### src/rtl/cordic_sched.sv
// Round-robin arbiter that shares one CORDIC core between two LFO requesters.
// One transaction in flight; a WAIT timeout returns sin=0 and raises a sticky error.
module cordic_sched #(
  parameter int TIMEOUT_CYC = 64
) (
  input  logic        clk,
  input  logic        rst_n,
  input  logic        en,
  input  logic        req0_valid,
  input  logic [31:0] req0_angle,
  output logic        req0_ready,
  output logic        resp0_valid,
  output logic [23:0] resp0_sin,
  input  logic        req1_valid,
  input  logic [31:0] req1_angle,
  output logic        req1_ready,
  output logic        resp1_valid,
  output logic [23:0] resp1_sin,
  output logic [31:0] cordic_angle,
  output logic        cordic_angle_valid,
  input  logic [23:0] cordic_sin,
  input  logic        cordic_sin_valid,
  output logic        busy,
  output logic        timeout_err,
  input  logic        err_clr
);

  typedef enum logic [1:0] {IDLE, ISSUE, WAIT} state_e;

  localparam int CW = (TIMEOUT_CYC > 1) ? $clog2(TIMEOUT_CYC) : 1;
  localparam logic [CW-1:0] CNT_LAST = CW'(TIMEOUT_CYC - 1);

  state_e           state_q, state_d;
  logic             rr_q, rr_d;
  logic             owner_q, owner_d;
  logic [CW-1:0]    cnt_q, cnt_d;
  logic [31:0]      cang_q, cang_d;
  logic             cangv_q, cangv_d;
  logic [1:0]       rvld_q, rvld_d;
  logic [1:0][23:0] rsin_q, rsin_d;
  logic             terr_q, terr_d;

  logic grant_ok, gid, terr_set;

  always_comb begin
    grant_ok = (state_q == IDLE) && en && (req0_valid || req1_valid);
    // rr only arbitrates a tie; a lone requester always wins
    gid      = (req0_valid && req1_valid) ? rr_q : req1_valid;
    state_d  = state_q;
    rr_d     = rr_q;
    owner_d  = owner_q;
    cnt_d    = cnt_q;
    cang_d   = cang_q;
    cangv_d  = 1'b0;
    rvld_d   = 2'b00;
    rsin_d   = rsin_q;
    terr_set = 1'b0;
    case (state_q)
      IDLE: begin
        if (grant_ok) begin
          owner_d = gid;
          cang_d  = gid ? req1_angle : req0_angle;
          cangv_d = 1'b1;
          state_d = ISSUE;
        end
      end
      ISSUE: begin
        cnt_d   = '0;
        state_d = WAIT;
      end
      WAIT: begin
        // a result on the last allowed cycle beats the timeout
        if (cordic_sin_valid || cnt_q == CNT_LAST) begin
          rsin_d[owner_q] = cordic_sin_valid ? cordic_sin : 24'h0;
          rvld_d[owner_q] = 1'b1;
          terr_set        = !cordic_sin_valid;
          rr_d            = !owner_q;
          state_d         = IDLE;
        end else begin
          cnt_d = cnt_q + CW'(1);
        end
      end
      default: state_d = IDLE;
    endcase
    terr_d = terr_set || (terr_q && !err_clr);
  end

  always_ff @(posedge clk or negedge rst_n) begin
    if (!rst_n) begin
      state_q <= IDLE;
      rr_q    <= 1'b0;
      owner_q <= 1'b0;
      cnt_q   <= '0;
      cang_q  <= '0;
      cangv_q <= 1'b0;
      rvld_q  <= '0;
      rsin_q  <= '0;
      terr_q  <= 1'b0;
    end else begin
      state_q <= state_d;
      rr_q    <= rr_d;
      owner_q <= owner_d;
      cnt_q   <= cnt_d;
      cang_q  <= cang_d;
      cangv_q <= cangv_d;
      rvld_q  <= rvld_d;
      rsin_q  <= rsin_d;
      terr_q  <= terr_d;
    end
  end

  // ready is combinational, so gate it with reset to keep outputs low during reset
  assign req0_ready         = rst_n && grant_ok && !gid;
  assign req1_ready         = rst_n && grant_ok && gid;
  assign resp0_valid        = rvld_q[0];
  assign resp1_valid        = rvld_q[1];
  assign resp0_sin          = rsin_q[0];
  assign resp1_sin          = rsin_q[1];
  assign cordic_angle       = cang_q;
  assign cordic_angle_valid = cangv_q;
  assign busy               = (state_q != IDLE);
  assign timeout_err        = terr_q;

endmodule

### config.mk
export PLATFORM = sky130hd
export DESIGN_NAME = cordic_sched
export DESIGN_NICKNAME = d
export VERILOG_FILES = /design/src/rtl/cordic_sched.sv
export SDC_FILE = /design/constraint.sdc
export NUM_CORES = 1
export LEC_CHECK = 0
export CAP_MARGIN = 20
export CELL_PAD_IN_SITES_DETAIL_PLACEMENT = 1
export CELL_PAD_IN_SITES_GLOBAL_PLACEMENT = 1
export CORE_MARGIN = 3
export CORE_UTILIZATION = 31
export DETAILED_ROUTE_END_ITERATION = 6
export GPL_TIMING_DRIVEN = 0
export HOLD_SLACK_MARGIN = 0.06
export PLACE_DENSITY_LB_ADDON = 0.25
export REMOVE_ABC_BUFFERS = 1
export SETUP_SLACK_MARGIN = 0.02
export SYNTH_ARGS = -nofsm -noshare
export SYNTH_HDL_FRONTEND = slang
export SYNTH_SLANG_ARGS = --single-unit
### constraint.sdc
create_clock -name clk -period 3.6 [get_ports clk]
set_clock_uncertainty 0.15 [all_clocks]
set_input_delay 1.08 -clock clk [delete_from_list [all_inputs] [get_ports clk]]
set_output_delay 1.08 -clock clk [all_outputs]
set_load 0.03 [all_outputs]
# --- Yosys cells after proc, flatten, opt, wreduce, memory -nomap -nowiden ---
# Cells that the tools add are included.
# Widths: inputs -> output; s select.
totals:
  regBits: 94
  in_bits: 95
  out_inout_bits: 87
  wordCells: 60
classes:
  n_addsub: 1
  order_cmp: 2
  eq_ne: 6
  mux: 19
  reduce_logical: 22
op_table:
  columns: ["op", "n"]
  rows:
  - ["$bwmux 48", 1]
  - ["$mux 24", 2]
  - ["$mux 32", 1]
  - ["$demux 24 s1", 1]
  - ["$pmux 6 s2", 1]
  - ["$logic_and 1x1->1", 8]
  - ["$mux 2", 4]
  - ["$reduce_and 2->1", 4]
  - ["$add 6x1->6 const B", 1]
  - ["$eq 6x6->1 const B", 1]
  - ["$mux 1", 6]
  - ["$mux 6", 1]
  - ["$ne 2x2->1 const B", 3]
  - ["$pmux 2 s3", 1]
  - ["$logic_not 1->1", 4]
  - ["$reduce_bool 2->1", 2]
  - ["$logic_or 1x1->1", 3]
  - ["$eq 2x1->1 const B", 1]
  - ["$eq 2x2->1 const B", 1]
  - ["$logic_not 2->1", 1]
  - ["$lt 1x2->1 const B", 1]
  - ["$demux 1 s1", 1]
  - ["$ge 1x1->1 const B", 1]

# --- Longest topological paths before layout ---
depth:
  depth_word: 6
  mapped_depth: 7
  mapped_depth_nobuf: 5

# --- Worst setup path after synthesis ---
# No wires, ideal clock.
synth_path:
  kind: "input -> output"
  startpoint: "in req0_valid"
  endpoint: "out req0_ready"
  arrival_ns: 2.243
  t_required_ns: 2.370
  setup_slack_ns: 0.127
  path_stages: 5
  n_path_buf: 2
  cell_sequence: "inv_1 > o21ai_0 > buf_2 > buf_1 > and3_1"
synth_via:
  elab_chain_cells: 4
  word_cells_on_any_way: 7
  cone_classes: "mux: 1; reduce/logical: 6"
synth_rtl:
  columns: ["item", "line", "source"]
  rows:
  - ["start: declaration", "9", "input logic req0_valid,"]
  - ["$logic_and 1x1->1 / $logic_or 1x1->1 (equally long branches)", "48, 46", null]
  - ["$mux 1 / $logic_and 1x1->1 (equally long branches)", "48, 46", null]
  - ["$logic_not 1->1 / $logic_and 1x1->1 (equally long branches)", "113", "assign req0_ready = rst_n && grant_ok && !gid;"]
  - ["$logic_and 1x1->1 *", "113", null]
  - ["end: declaration", "11", "output logic req0_ready,"]
# Mark *: on every way between the ends. The rest lies on a longest branch, timed or not.

# --- Worst setup path after layout ---
layout_path:
  startpoint: "in req1_valid"
  endpoint: "out req1_ready"
layout_via:
  elab_chain_cells: 4
  word_cells_on_any_way: 6
  cone_classes: "mux: 1; reduce/logical: 5"
layout_rtl:
  columns: ["item", "line", "source"]
  rows:
  - ["start: declaration", "14", "input logic req1_valid,"]
  - ["$logic_or 1x1->1", "46", "grant_ok = (state_q == IDLE) && en && (req0_valid || req1_valid);"]
  - ["$logic_and 1x1->1", "46", null]
  - ["$logic_and 1x1->1", "114", "assign req1_ready = rst_n && grant_ok && gid;"]
  - ["$logic_and 1x1->1 *", "114", null]
  - ["end: declaration", "16", "output logic req1_ready,"]
# Marks and branches as above.

==> results.sh <==
export IMPL_critical_path_max_fanout=3
export IMPL_track_usage=0.1836
export IMPL_fillers=1309
export IMPL_antenna_found_initial=0
export IMPL_start_kind="primary input"
export IMPL_dp_cells=646
export IMPL_drtIter0Drc=161
export IMPL_cts_tree="done"
export IMPL_cts_sinks=94
export IMPL_path_class="in -> out"
export IMPL_setup_viol=0
export IMPL_p_leak_nw=2.737
export IMPL_worstMarginPinSlew_ps=1081
export IMPL_ctsHoldBuffers=0
export IMPL_firstDrtPassIters=4
export IMPL_grt_ovfl_total=0
export IMPL_ys_seq_area_frac=0.6057
export IMPL_core_um2=12110
export IMPL_hold_viol_final=0
export IMPL_crit_chain="dlygate4sd2_1 -> nor2_2 -> nor3b_4 -> buf_16 -> nand2_1 -> nor2_1 -> buf_4"
export IMPL_worstHoldPathType="reg -> reg"
export IMPL_p_per_area_nw_per_um2=860.2
export IMPL_numPortBuffers=181
export IMPL_synthFlopType="dfrtp_1"
export IMPL_yosys_top_cells_area="dfrtp_1 61%, a22o_1 11%, mux2i_1 8.5%"
export IMPL_synth_distinct_cells=34
export IMPL_clkTransAtPathRegs_ps=70
export IMPL_synth_avg_cell_area_um2=12.21
export IMPL_ioPinCount=182
export IMPL_htree_levels=3
export IMPL_slowest_delay_ps=300
export IMPL_cp_slowest_cell="nor3b_4"
export IMPL_rsz0062_at_grt="false"
export IMPL_finalCritPeriodShare=0.9598
export IMPL_netlist_instances=318
export IMPL_utilization=0.5118
export IMPL_wl_mm=12.45
export IMPL_synth_edff_count=0
export IMPL_end_kind="output pin"
export IMPL_cts_buffer_depth=2
export IMPL_synth_warnings=0
export IMPL_wl_per_cell_um=18.63
export IMPL_drc=0
export IMPL_drive_gt1_frac=0.06800
export IMPL_ys_async_sr_fraction=1.000
export IMPL_netlist_area_um2=3884
export IMPL_slew_viol_final=0
export IMPL_worst_slack_ps=144.7
export IMPL_outcome="finished, final reports clean"
export IMPL_grt_first_pass_wirelength_mm=20.40
export IMPL_vias=3268
export IMPL_stdcell_count=668
export IMPL_multi_input_area_um2=1359
export IMPL_relSlewSlack=0.2792
export IMPL_clock_latency_ps=330
export IMPL_ys_ff_latch=94
export IMPL_grt_pass1_vias=3716
export IMPL_fin_crit_ps=3455
export IMPL_cts_buffers=9
export IMPL_antenna_diode_count=0
export IMPL_ant_nets=0
export IMPL_die_x_um=117.9
export IMPL_syn_to_final_growth_pct=59.60
export IMPL_regArea_um2=2352
export IMPL_root_buffer="clkbuf_16"
export IMPL_post_place_ws_ps=-1112
export IMPL_maxCapViolCount=0
export IMPL_peakVddDrop_mv=0.4689
export IMPL_max_clock_freq_mhz=289.4
export IMPL_chipHeight_um=117.9
export IMPL_worstPathArrival_ps=2230
export IMPL_synth_top_area_cell="dfrtp_1"
export IMPL_rows=40
export IMPL_dieArea_um2=13910
export IMPL_whs_ps=356.4
export IMPL_start_util=0.3207
export IMPL_nNetsFinal=592
export IMPL_place_congestion=0.7561
export IMPL_cp_required_ps=2370
export IMPL_hpwl_mm=8.931
export IMPL_netlist_area_leader_share=0.6057
export IMPL_viasPerCell=4.892
export IMPL_grt_max_degree=65
## cells in the final DEF, fill, tap and decap left out, types with 5 or more instances in the layout
cell type,instances
clkbuf_16,9
a21oi_1,33
a22o_1,49
clkdlybuf4s50_1,175
nand3_1,5
nor2_1,34
and3_1,6
mux2i_1,33
inv_1,8
buf_4,8
dfrtp_1,94
## through the flow
stage          setup TNS [ps]  cell area, µm²  power (mW)
2_1_floorplan          -62780            3721       3.185
6_report                    0            6198       5.332
5_1_grt                     0            6198       5.629
3_5_place_dp            -2018            5848       4.442
4_1_cts                     0            6195       5.404
3_3_place_gp          -343580            5743       4.369
## power by group
group / total, mW / internal, mW / switching [mW] / leakage [nW]
registers: 1.77 / 1.50 / 0.265 / 1.14
logic: 2.68 / 1.19 / 1.48 / 1.47
clock network: 0.888 / 0.488 / 0.401 / 0.128
total: 5.33 / 3.18 / 2.15 / 2.74
## logic make-up (layout without fill, tap and decap cells)
| group | count (synthesis) | in the layout | share of synthesized area |
|---|---|---|---|
| AOI/OAI and AO/OA | 95 | 95 | 0.1794 |
| xor gates and xnor gates | 1 | 1 | 0.002256 |
| adders and majority gates | 1 | 1 | 0.003221 |
| buffers and inverters | 33 | 215 | 0.04961 |
| DFF | 94 | 94 | 0.6057 |
| muxes | 33 | 33 | 0.08505 |
| and+or+nand+nor | 61 | 61 | 0.07475 |
## registers in the layout, summed over array words and instances (netlist names)
| register | flops |
|---|---|
| resp1_sin | 24 |
| resp0_sin | 24 |
| state_q | 2 |
| timeout_err | 1 |
| cordic_angle | 32 |
| cordic_angle_valid | 1 |
| rr_q | 1 |
| owner_q | 1 |
| cnt_q | 6 |
| rvld_q | 2 |
## final timing paths
check	startpoint	endpoint	slack, ps	cells past startpoint
worst max-delay path	req1_valid	req1_ready	140	7
worst min-delay path	resp0_sin[2]	resp0_sin[2]	360	1
worst max register to register	cnt_q[0]	resp1_sin[2]	1120	4
worst min register to register	resp0_sin[2]	resp0_sin[2]	360	1
max in group asynchronous	rst_n	resp0_sin[15]	2170	2
min in group asynchronous	rst_n	cordic_angle[20]	490	1
## cell usage after synthesis, types with 2 or more instances
cell	instances
a21o_1	2
a21oi_1	33
a22o_1	49
and3_1	6
buf_2	7
buf_6	5
buf_8	2
clkbuf_1	10
dfrtp_1	94
inv_1	8
mux2i_1	33
nand2_1	3
nand2b_1	2
nand3_1	5
nor2_1	35
o21ai_0	5
or3_1	2
## final cells by class
| cell class | count | share of cell area |
|---|---|---|
| clock inverter | 4 | 0.005248 |
| timing repair buffer | 192 | 0.3181 |
| clock buffer | 11 | 0.03916 |
| inverter | 8 | 0.004845 |
| sequential | 94 | 0.3795 |
| tap | 168 | 0.03391 |
| multi-input combinational | 191 | 0.2192 |
## timing repair
| item | CTS | global route |
|---|---|---|
| setup buffers | 6 | 0 |
| pin swaps | 3 | 0 |
| setup endpoints to repair | 2 | 1 |
| gates cloned | 1 | 0 |
| gates resized for setup | 16 | 1 |
## critical path, delay by kind of cell
kind          cells  cell delay [ps]
buf+inv           3              580
simple gates      4              540
## metal layers
| metal | wire (µm) | GRT usage | share of wire |
|---|---|---|---|
| met5 | 0 | 0 | 0 |
| met4 | 153 | 0.04835 | 0.012 |
| met3 | 1261 | 0.07737 | 0.10 |
| met2 | 5794 | 0.2961 | 0.47 |
| met1 | 5237 | 0.2275 | 0.42 |
(Power assumes the default switching activity.)
